[src/rtl/fullchip_sequencer_if.sv]
// rtl/fullchip_sequencer_if.sv - host stream and fullchip control bundle for fullchip_sequencer
interface fullchip_sequencer_if #(
   parameter int BW      = 8,
   parameter int PR      = 16,
   parameter int BW_PSUM = 20
);
   logic                  in_valid;
   logic [PR*BW-1:0]      in_data;
   logic                  in_ready;
   logic [PR*BW-1:0]      mem_in;
   logic [16:0]           inst;
   logic                  acc;
   logic                  div;
   logic                  fifo_ext_rd;
   logic [BW_PSUM+3:0]    sum_in;
   logic                  out_valid;
   logic [BW_PSUM+3:0]    out_data;

   modport master (
      input  in_valid, in_data, sum_in,
      output in_ready, mem_in, inst, acc, div, fifo_ext_rd, out_valid, out_data
   );

   modport slave (
      output in_valid, in_data, sum_in,
      input  in_ready, mem_in, inst, acc, div, fifo_ext_rd, out_valid, out_data
   );
endinterface

[src/rtl/fullchip_sequencer.sv]
// rtl/fullchip_sequencer.sv - fullchip instruction sequencer; SEQ_PERF_CNT_EN adds cyc_count
module fullchip_sequencer #(
   parameter int BW      = 8,
   parameter int PR      = 16,
   parameter int COL     = 8,
   parameter int N       = 8,
   parameter int BW_PSUM = 20,
   parameter int GAP     = 10,
   parameter int DRAIN   = 3
) (
   input  logic                 clk,
   input  logic                 reset,
   input  logic                 start,
   fullchip_sequencer_if.master bus,
   output logic                 busy,
   output logic                 done
`ifdef SEQ_PERF_CNT_EN
   ,
   output logic [15:0]          cyc_count
`endif
);
   localparam int CW = 16;
   localparam int DW = PR * BW;
   localparam int SW = BW_PSUM + 4;

   typedef enum logic [3:0] {
      S_IDLE, S_QWR, S_KWR, S_GAP1, S_KLOAD, S_KTAIL, S_GAP2, S_EXEC,
      S_GAP3, S_O2P, S_GAP4, S_P2S, S_DIV, S_DRAIN, S_SRD
   } state_t;

   state_t        state, state_n, succ;
   logic [CW-1:0] cnt, cnt_n, len;
   logic [4:0]    beat, beat_n;
   logic          accept;

   logic          in_ready_q, in_ready_d;
   logic [DW-1:0] mem_in_q;
   logic [16:0]   inst_q, inst_d;
   logic          acc_q, acc_d, div_q, div_d, rd_q, rd_d;
   logic          out_valid_q;
   logic [SW-1:0] out_data_q;

   logic          ofifo, exe, load, qrd, qwr, krd, kwr, prd, pwr;
   logic [3:0]    qk_add, p_add, add4;

   // in_ready is a registered copy of "state is QWR or KWR", so it is safe to gate on
   assign accept = bus.in_valid & in_ready_q;

   // State, cycle-in-phase and beat counters
   always_ff @(posedge clk) begin
      if (!reset) begin
         state <= S_IDLE;
         cnt   <= '0;
         beat  <= '0;
      end else begin
         state <= state_n;
         cnt   <= cnt_n;
         beat  <= beat_n;
      end
   end

   // Next-state: host-paced load phases, then fixed-length timed phases in order
   always_comb begin
      state_n = state;
      cnt_n   = cnt + CW'(1);
      beat_n  = beat;
      succ    = (state == S_SRD) ? S_IDLE : state_t'(state + 4'd1);
      case (state)
         S_GAP1, S_GAP2, S_GAP3, S_GAP4: len = CW'(GAP);
         S_KLOAD:                        len = CW'(COL + 1);
         S_EXEC, S_O2P, S_P2S:           len = CW'(N);
         S_DRAIN:                        len = CW'(DRAIN);
         S_SRD:                          len = CW'(N + 3);
         default:                        len = CW'(1);
      endcase
      case (state)
         S_IDLE: begin
            cnt_n  = '0;
            beat_n = '0;
            if (start) state_n = S_QWR;
         end
         S_QWR: begin
            cnt_n = '0;
            if (accept) begin
               if (beat == 5'(N - 1)) begin
                  state_n = S_KWR;
                  beat_n  = '0;
               end else begin
                  beat_n = beat + 5'd1;
               end
            end
         end
         S_KWR: begin
            cnt_n = '0;
            if (accept) begin
               if (beat == 5'(COL - 1)) begin
                  state_n = S_GAP1;
                  beat_n  = '0;
               end else begin
                  beat_n = beat + 5'd1;
               end
            end
         end
         default: begin
            if (cnt == len - CW'(1)) begin
               state_n = succ;
               cnt_n   = '0;
            end
         end
      endcase
   end

   // Output decode for the coming cycle; write pulses follow the beat accepted this cycle
   always_comb begin
      in_ready_d = (state_n == S_QWR) || (state_n == S_KWR);
      acc_d  = 1'b0;
      div_d  = 1'b0;
      rd_d   = 1'b0;
      ofifo  = 1'b0;
      exe    = 1'b0;
      load   = 1'b0;
      qrd    = 1'b0;
      qwr    = 1'b0;
      krd    = 1'b0;
      kwr    = 1'b0;
      prd    = 1'b0;
      pwr    = 1'b0;
      qk_add = 4'd0;
      p_add  = 4'd0;
      add4   = cnt_n[3:0];
      case (state_n)
         S_KLOAD: begin
            load   = 1'b1;
            krd    = (cnt_n != '0);
            qk_add = (cnt_n > CW'(1)) ? add4 - 4'd1 : 4'd0;
         end
         S_KTAIL: load = 1'b1;
         S_EXEC: begin
            exe    = 1'b1;
            qrd    = 1'b1;
            qk_add = add4;
         end
         S_O2P: begin
            ofifo = 1'b1;
            pwr   = 1'b1;
            p_add = add4;
         end
         S_P2S: begin
            acc_d = 1'b1;
            prd   = 1'b1;
            p_add = add4;
         end
         S_DIV:   div_d = 1'b1;
         S_SRD:   rd_d  = 1'b1;
         default: ;
      endcase
      if ((state == S_QWR) || (state == S_KWR)) begin
         qk_add = accept ? beat[3:0] : inst_q[15:12];
         qwr    = accept && (state == S_QWR);
         kwr    = accept && (state == S_KWR);
      end
      inst_d = {ofifo, qk_add, p_add, exe, load, qrd, qwr, krd, kwr, prd, pwr};
   end

   // Registered outputs; a result beat appears the cycle after each post-fill sfp read
   always_ff @(posedge clk) begin
      if (!reset) begin
         in_ready_q  <= 1'b0;
         mem_in_q    <= '0;
         inst_q      <= '0;
         acc_q       <= 1'b0;
         div_q       <= 1'b0;
         rd_q        <= 1'b0;
         out_valid_q <= 1'b0;
         out_data_q  <= '0;
         busy        <= 1'b0;
         done        <= 1'b0;
      end else begin
         in_ready_q  <= in_ready_d;
         if (accept) mem_in_q <= bus.in_data;
         inst_q      <= inst_d;
         acc_q       <= acc_d;
         div_q       <= div_d;
         rd_q        <= rd_d;
         out_valid_q <= (state == S_SRD) && (cnt >= CW'(3));
         if ((state == S_SRD) && (cnt >= CW'(3))) out_data_q <= bus.sum_in;
         busy        <= (state_n != S_IDLE);
         done        <= (state != S_IDLE) && (state_n == S_IDLE);
      end
   end

   assign bus.in_ready    = in_ready_q;
   assign bus.mem_in      = mem_in_q;
   assign bus.inst        = inst_q;
   assign bus.acc         = acc_q;
   assign bus.div         = div_q;
   assign bus.fifo_ext_rd = rd_q;
   assign bus.out_valid   = out_valid_q;
   assign bus.out_data    = out_data_q;

`ifdef SEQ_PERF_CNT_EN
   // Busy-cycle counter: cleared by an accepted start, saturating, held between runs
   always_ff @(posedge clk) begin
      if (!reset) begin
         cyc_count <= '0;
      end else if ((state == S_IDLE) && start) begin
         cyc_count <= '0;
      end else if (busy && (cyc_count != 16'hFFFF)) begin
         cyc_count <= cyc_count + 16'd1;
      end
   end
`endif
endmodule

[src/flat_wrapper.sv]
// flat-port wrapper written by rule: the top's interface ports become plain ports
module fullchip_sequencer_flat 
#(
   parameter int BW      = 8,
   parameter int PR      = 16,
   parameter int COL     = 8,
   parameter int N       = 8,
   parameter int BW_PSUM = 20,
   parameter int GAP     = 10,
   parameter int DRAIN   = 3
)
  (clk, reset, start, busy, done, bus_in_valid, bus_in_data, bus_sum_in, bus_in_ready, bus_mem_in, bus_inst, bus_acc, bus_div, bus_fifo_ext_rd, bus_out_valid, bus_out_data);
  fullchip_sequencer_if #(.BW(BW), .PR(PR), .BW_PSUM(BW_PSUM)) bus_i ();
  input  logic clk;
  input  logic reset;
  input  logic start;
  output logic busy;
  output logic done;
  input wire logic [$bits(bus_i.in_valid)-1:0] bus_in_valid;
  input wire logic [$bits(bus_i.in_data)-1:0] bus_in_data;
  input wire logic [$bits(bus_i.sum_in)-1:0] bus_sum_in;
  output wire logic [$bits(bus_i.in_ready)-1:0] bus_in_ready;
  output wire logic [$bits(bus_i.mem_in)-1:0] bus_mem_in;
  output wire logic [$bits(bus_i.inst)-1:0] bus_inst;
  output wire logic [$bits(bus_i.acc)-1:0] bus_acc;
  output wire logic [$bits(bus_i.div)-1:0] bus_div;
  output wire logic [$bits(bus_i.fifo_ext_rd)-1:0] bus_fifo_ext_rd;
  output wire logic [$bits(bus_i.out_valid)-1:0] bus_out_valid;
  output wire logic [$bits(bus_i.out_data)-1:0] bus_out_data;
  assign bus_i.in_valid = bus_in_valid;
  assign bus_i.in_data = bus_in_data;
  assign bus_i.sum_in = bus_sum_in;
  assign bus_in_ready = bus_i.in_ready;
  assign bus_mem_in = bus_i.mem_in;
  assign bus_inst = bus_i.inst;
  assign bus_acc = bus_i.acc;
  assign bus_div = bus_i.div;
  assign bus_fifo_ext_rd = bus_i.fifo_ext_rd;
  assign bus_out_valid = bus_i.out_valid;
  assign bus_out_data = bus_i.out_data;
  fullchip_sequencer #(.BW(BW), .PR(PR), .COL(COL), .N(N), .BW_PSUM(BW_PSUM), .GAP(GAP), .DRAIN(DRAIN)) u_core (.clk(clk), .reset(reset), .start(start), .bus(bus_i), .busy(busy), .done(done));
endmodule
[config.mk]
export PLATFORM = sky130hd
export DESIGN_NAME = fullchip_sequencer_flat
export DESIGN_NICKNAME = d
export VERILOG_FILES = /design/src/rtl/fullchip_sequencer_if.sv /design/src/rtl/fullchip_sequencer.sv /design/src/flat_wrapper.sv
export SDC_FILE = /design/constraint.sdc
export NUM_CORES = 1
export LEC_CHECK = 0
export BUFFER_PORTS_ARGS = -buffer_cell sky130_fd_sc_hd__buf_2
export CELL_PAD_IN_SITES_DETAIL_PLACEMENT = 1
export CELL_PAD_IN_SITES_GLOBAL_PLACEMENT = 1
export CORE_ASPECT_RATIO = 0.5
export CORE_MARGIN = 3
export CORE_UTILIZATION = 34
export CTS_BUF_LIST = sky130_fd_sc_hd__clkbuf_16
export DETAILED_ROUTE_END_ITERATION = 12
export PLACE_DENSITY = 0.77
export RECOVER_POWER = 25
export SLEW_MARGIN = 10
export SYNTH_ARGS = -nofsm -noshare
export SYNTH_HDL_FRONTEND = slang
export SYNTH_SLANG_ARGS = --single-unit
[constraint.sdc]
create_clock -name clk -period 4.3 [get_ports clk]
set_clock_uncertainty 0.15 [all_clocks]
set_input_delay 0.215 -clock clk [delete_from_list [all_inputs] [get_ports clk]]
set_output_delay 0.215 -clock clk [all_outputs]
set_load 0.005 [all_outputs]
==> flow_metrics.py, run 1 <==
metrics = {
    "outcome": {
        "status": "complete, no violations",
    },
    "finish": {
        "syn2layout_area_growth_pct": 49.74,
        "final_cells": 1701,
        "fillers": 2739,
        "final_common_cell": "nand2_1",
        "final_util_pct": 52.98,
        "drive_above_1_share_pct": 22.29,
        "mostFrequentLayoutCells": "nand2_1 (281), buf_2 (254), dfxtp_1 (201)",
        "fin_nets": 1553,
    },
    "sta": {
        "fmax_mhz": 260.0,
        "finalSetupViolations": 0,
        "drv_slew": 0,
        "rsz0062_at_grt": "no",
        "fin_crit_ns": 3.846,
        "maxSlewHeadroom_pct": 32.65,
        "hold_viol": 0,
        "fin_ws_ns": 0.4542,
        "setup-tns-final_ns": 0,
        "tightest_slew_ns": 1.010,
        "period_share_pct": 89.44,
    },
    "setup_path": {
        "crit_path_end_kind": "register",
        "crit_type": "register to register",
        "crit_family": "simple AND/OR/NAND/NOR gates",
        "critPathRequiredTime_ns": 4.59,
        "slowest_delay_ns": 0.52,
        "critPathMaxFanout": 15,
        "cp_common_cell": "ha_1",
        "critPathArrivalTime_ns": 4.14,
        "crit_chain": "inv_1, ha_1, ha_1, nand2_1, or4_1, a221o_2, and2_4, nand2b_1, inv_1, ha_1, or2_2, a2111oi_4, nor2b_1, o21a_1",
        "path_buf_inv": 2,
        "cpMaxStageDelayCell": "a221o_2",
        "startpoint_type": "register",
    },
    "grt": {
        "grt_remaining_overflow": 0,
        "grt_use_total_pct": 25.74,
        "grt_pass1_wl_mm": 51.29,
        "grt_pass1_vias": 9505,
        "antenna_found_initial": 1,
        "grt_max_degree": 95,
    },
    "floorplanning": {
        "die_x_um": 220.5,
        "io_pins": 332,
        "start_util_pct": 35.38,
        "die_area_um2": 24970,
        "core_um2": 22110,
        "die_h_um": 113.3,
        "row_count": 38,
    },
    "placed_design": {
        "post-place-cells": 1513,
        "dp_slack_ns": 0.5239,
        "dp_hpwl_mm": 19.10,
        "gp_congestion": 0.8020,
        "numPortBuffers": 331,
    },
    "yosys": {
        "synth_top_family_by_area": "simple AND/OR/NAND/NOR gates",
        "yosysTopAreaCell": "dfxtp_1",
        "synth.distinct_cells": 61,
        "synthAdderAreaFrac_pct": 1.440,
        "synth-seq-cells": 201,
        "synth_top_cell_area_share_pct": 51.44,
        "yosys.area_share.simple_pct": 22.55,
        "syn_inst": 944,
        "syn_area_um2": 7823,
        "synth_area_leaders": "dfxtp_1 (51%), nand2_1 (14%), a21oi_1 (8.8%), mux2i_1 (3.6%), nor2_1 (3.6%)",
        "synthMuxAreaShare_pct": 3.871,
        "synthArstFlopShare_pct": 0,
        "synth.net_count": 1109,
        "synth_compound_area_share_pct": 13.24,
        "synth-xor-area-share_pct": 2.799,
        "avgSynthCellArea_um2": 8.287,
        "ys_seq_area_share_pct": 51.44,
        "yosysWarnings": 0,
        "synth_flop_cell": "dfxtp_1",
        "synth_edf_count": 0,
    },
    "route": {
        "vias_per_cell": 4.978,
        "drt-total-wl_mm": 32.42,
        "ant_nets": 0,
        "drt_iter0_drc": 425,
        "remaining_drc_errors": 0,
        "vias": 8467,
        "wl_met2_mm": 17.35,
        "met3_length_mm": 1.316,
        "met1_length_mm": 12.26,
        "wl_per_cell_um": 19.06,
        "maxUsedRoutingLayer": "met4",
        "dr.pass1.iters": 5,
    },
    "clock_tree": {
        "cts_sinks": 201,
        "root_buffer": "clkbuf_16",
        "cts_buffers": 20,
        "cts.path.max_buffers": 3,
        "cts_tree": "yes",
        "clkLatencyLatePin_ns": 0.50,
        "ctsResizeCount": 0,
        "clk_pin_slew_ns": 0.06,
        "cts_max_level": 1,
    },
    "power_and_ir_drop": {
        "irDropWorstVdd_v": 0.0001850,
        "power_density_nw_per_um2": 365.7,
        "p_leak_nw": 5.147,
    },
    "flow_run": {
        "cap_violations": 0,
    },
    "worst_hold_path": {
        "hp-class": "input pin to register",
    },
}
## routing by layer
layer | up-vias | global-route usage [%]
li1 | 3995 | -
met1 | 4137 | 27.35
met2 | 230 | 49.98
met3 | 105 | 4.937
met4 | 0 | 10.34
met5 | - | 0
## repair_timing
action,4_1_cts,5_1_grt
hold buffers,153,0
hold endpoints to repair,155,0
setup buffers,0,0
## sequential cells by signal (all words and copies together) (netlist names)
register and cells:
u_core.bus.fifo_ext_rd 1, u_core.bus.mem_in 128, u_core.bus.out_valid 1, u_core.cnt 16, u_core.bus.out_data 24, u_core.busy 1, u_core.bus.div 1, u_core.beat 5
u_core.state 4, u_core.done 1, u_core.len 3, u_core.bus.in_ready 1, u_core.bus.inst 15
## per-stage QoR
step	power [mW]	hold slack, ns	instance area [µm²]
3_3_place_gp	2.300	0.2879	9589
2_1_floorplan	2.138	0.1709	7823
3_5_place_dp	2.313	0.2942	9589
4_1_cts	4.295	0.1934	11810
5_1_grt	4.444	0.2647	11710
6_report	4.284	0.2061	11710
## logic make-up after synthesis
family | after synthesis
adder cells (fa/ha/maj) | 9
multiplexers | 29
AO/OA/AOI/OAI | 177
flip-flops | 201
buffers and inverters | 81
AND/OR/NAND/NOR | 422
XOR/XNOR | 25
## cell type report
class                      instances  area [µm²]  share of cell area, %
antenna                            1       2.502                0.02136
clock buffer                      21       525.5                  4.486
clock inverter                    13       161.4                  1.378
inverter                          15       58.81                 0.5020
multi-input combinational        662        3445                  29.41
sequential                       201        4024                  34.35
tap                              300       375.4                  3.204
timing repair buffer             488        3122                  26.65
## worst register-to-register path, cell delays in order, from the launching register on
cell	delay [ns]
dfxtp_1	0.33
inv_1	0.07
ha_1	0.22
ha_1	0.19
nand2_1	0.06
or4_1	0.50
a221o_2	0.52
and2_4	0.22
nand2b_1	0.20
inv_1	0.08
ha_1	0.19
or2_2	0.31
a2111oi_4	0.41
nor2b_1	0.22
o21a_1	0.13
## path summary, 6_finish.rpt
kind | startpoint | slack, ns | cells after the start | endpoint
max | u_core.len[0]$_DFF_P_ | 0.45 | 14 | u_core.bus.inst[13]$_SDFFE_PN0P_
min | start | 0.21 | 6 | u_core.bus.fifo_ext_rd$_SDFF_PN0_
max reg2reg | u_core.len[0]$_DFF_P_ | 0.45 | 14 | u_core.bus.inst[13]$_SDFFE_PN0P_
min reg2reg | u_core.bus.mem_in[96]$_SDFFE_PN0P_ | 0.30 | 2 | u_core.bus.mem_in[96]$_SDFFE_PN0P_
## synthesized netlist by cell type, drive strengths merged, types with 3 or more instances
cell / number
nor4: 9
a21oi: 137
nand2: 285
and2: 8
and3: 8
xor2: 11
o21a: 3
o21ai: 10
xnor2: 14
inv: 15
or4: 3
dfxtp: 201
nand4: 5
buf: 18
mux2i: 28
ha: 9
nand3: 11
clkbuf: 48
or2: 3
nor2: 74
nor3: 8
## where the power goes
part,internal (mW),switching [mW]
Clock,1.12,0.761
Combinational,0.221,0.226
Sequential,1.92,0.0349
Power figures use the tool's default switching activity.
==> run 2, diff against run 1 <==
--- a/config.mk
+++ b/config.mk
@@ -7,13 +7,14 @@
 export LEC_CHECK = 0
 export BUFFER_PORTS_ARGS = -buffer_cell sky130_fd_sc_hd__buf_2
 export CELL_PAD_IN_SITES_DETAIL_PLACEMENT = 1
-export CELL_PAD_IN_SITES_GLOBAL_PLACEMENT = 1
+export CELL_PAD_IN_SITES_GLOBAL_PLACEMENT = 2
 export CORE_ASPECT_RATIO = 0.5
 export CORE_MARGIN = 3
-export CORE_UTILIZATION = 34
+export CORE_UTILIZATION = 26
 export CTS_BUF_LIST = sky130_fd_sc_hd__clkbuf_16
 export DETAILED_ROUTE_END_ITERATION = 12
-export PLACE_DENSITY = 0.77
+export GPL_TIMING_DRIVEN = 0
+export PLACE_DENSITY = 0.76
 export RECOVER_POWER = 25
 export SLEW_MARGIN = 10
 export SYNTH_ARGS = -nofsm -noshare
==> flow_metrics.py, run 2 (synthesis gave the netlist of run 1 again) <==
metrics = {
    "grt": {
        "grt_pass1_vias": 9177,
        "met1_usage_pct": 22.53,
        "grt_remaining_overflow": 0,
        "grtUsageMet2_pct": 36.23,
        "grt_use_total_pct": 19.26,
        "busiest_layer": "met2",
        "grt_use_met3_pct": 3.514,
        "grt_max_degree": 15,
        "antenna_found_initial": 0,
        "grt_pass1_wl_mm": 49.91,
    },
    "sta": {
        "fin_crit_ns": 4.003,
        "hold_viol": 0,
        "whs_ns": 0.2340,
        "setup-tns-final_ns": 0,
        "fmax_mhz": 249.8,
        "maxSlewHeadroom_pct": 49.13,
        "period_share_pct": 93.10,
        "rsz0062_at_grt": "no",
        "tightest_slew_ns": 0.7550,
        "drv_slew": 0,
        "finalSetupViolations": 0,
    },
    "setup_path": {
        "worstReg2RegStart": "u_core.len[0]$_DFF_P_",
        "slowest_delay_ns": 0.51,
        "r2r_slack_ns": 0.30,
        "crit_type": "register to register",
        "crit_chain": "inv_1, ha_1, ha_1, nand2_1, or4_1, a221o_2, buf_2, and2_4, nand2b_1, inv_1, ha_1, or2_2, a2111oi_4, nor2b_1, o21a_1",
        "crit_path_end_kind": "register",
        "critPathMaxFanout": 10,
        "startpoint_type": "register",
        "critPathArrivalTime_ns": 4.31,
        "reg2regPathDepth": 15,
        "cp_common_cell": "ha_1",
        "startpoint": "u_core.len[0]$_DFF_P_",
        "critPathRequiredTime_ns": 4.60,
        "path_depth": 15,
        "crit_family": "simple AND/OR/NAND/NOR gates",
        "cpMaxStageDelayCell": "or4_1",
        "path_buf_inv": 3,
    },
    "worst_hold_path": {
        "worstHoldPathCells": 6,
        "hp-start": "start",
        "hp-class": "input pin to register",
    },
    "route": {
        "vias_per_cell": 4.533,
        "remaining_drc_errors": 0,
        "wl_per_cell_um": 17.24,
        "drt-total-wl_mm": 31.95,
        "dr.pass1.iters": 4,
        "vias": 8399,
        "drt_iter0_drc": 310,
        "ant_nets": 0,
    },
    "placed_design": {
        "gp_congestion": 0.8021,
        "dp_hpwl_mm": 22.89,
        "numPortBuffers": 331,
    },
    "floorplanning": {
        "row_count": 44,
        "core_um2": 29290,
        "die_area_um2": 32330,
        "io_pins": 332,
        "die_h_um": 128.7,
        "start_util_pct": 26.71,
        "die_x_um": 251.3,
    },
    "outcome": {
        "status": "complete, no violations",
    },
    "clock_tree": {
        "cts.path.max_buffers": 3,
        "root_buffer": "clkbuf_16",
        "cts_tree": "yes",
        "cts_hold_buf": 153,
        "clkLatencyLatePin_ns": 0.51,
        "cts_sinks": 201,
        "ctsResizeCount": 0,
        "clk_pin_slew_ns": 0.06,
        "cts_max_level": 1,
        "cts_setup_buffers": 0,
        "cts_buffers": 21,
    },
    "finish": {
        "drive_above_1_share_pct": 22.44,
        "mostFrequentLayoutCells": "nand2_1 (282), buf_2 (264), dfxtp_1 (201)",
        "final_common_cell": "nand2_1",
        "syn2layout_area_growth_pct": 54.99,
        "multi_input_area_um2": 3435,
        "largest_reg_flops": 128,
        "fin_nets": 1616,
        "final_util_pct": 41.40,
        "diodes": 0,
        "fillers": 3640,
        "seq_area_um2": 4024,
    },
    "power_and_ir_drop": {
        "power_density_nw_per_um2": 360.3,
        "p_leak_nw": 5.287,
        "irDropWorstVdd_v": 0.0002022,
    },
    "flow_run": {
        "cap_violations": 0,
    },
}
==> run 2: cell types whose count changed in the layout (fill, tap and decap cells not counted), moves of 2 or more <==
cell | before | now
buf_2 | 254 | 264
clkbuf_8 | 0 | 2
inv_1 | 18 | 15
buf_1 | 0 | 8
clkbuf_1 | 77 | 115
buf_4 | 4 | 6
==> run 2: area by class of cell <==
cell class,count,area share (%)
Multi-Input combinational cell,662,28.33
Clock buffer,21,4.334
Buffer,66,2.539
Tap cell,391,4.035
Sequential cell,201,33.19
Timing Repair Buffer,484,25.55
Clock inverter,13,1.558
Inverter,15,0.4644
==> run 2: per-layer routing <==
metal  vias up  routed length, µm
met5         -                  0
li1       4125                  -
met3        65               1071
met1      4049              13340
met4         0               1070
met2       160              16470
==> run 2: report_power, final <==
group          switching [mW]  internal, mW  total (mW)
logic                   0.231         0.227       0.458
clock network           0.778          1.18        1.96
registers              0.0294          1.92        1.95
total                    1.04          3.33        4.37
==> run 2: tightest hold or removal path, cell delays in order <==
cell	delay, ns
buf_2	0.08
a221oi_1	0.06
o21ai_0	0.15
o41ai_2	0.19
nand2_1	0.09
nor2_1	0.05
==> run 2: path summary, 6_finish.rpt <==
| kind | endpoint |
|---|---|
| setup reg to reg | u_core.bus.inst[13]$_SDFFE_PN0P_ |
| setup / recovery | u_core.bus.inst[13]$_SDFFE_PN0P_ |
| hold / removal | u_core.bus.fifo_ext_rd$_SDFF_PN0_ |
| hold reg to reg | u_core.bus.mem_in[37]$_SDFFE_PN0P_ |
==> run 2: stage by stage <==
| stage | instance area [µm²] | instances | setup WS [ns] | power, mW |
|---|---|---|---|---|
| 2_1_floorplan | 7823 | 944 | 0.7840 | 2.138 |
| 3_3_place_gp | 9968 | 1666 | 0.3941 | 2.329 |
| 3_5_place_dp | 9968 | 1666 | 0.3172 | 2.340 |
| 4_1_cts | 12210 | 1853 | 0.2763 | 4.437 |
| 5_1_grt | 12120 | 1853 | 0.02197 | 4.572 |
| 6_report | 12120 | 1853 | 0.2968 | 4.368 |
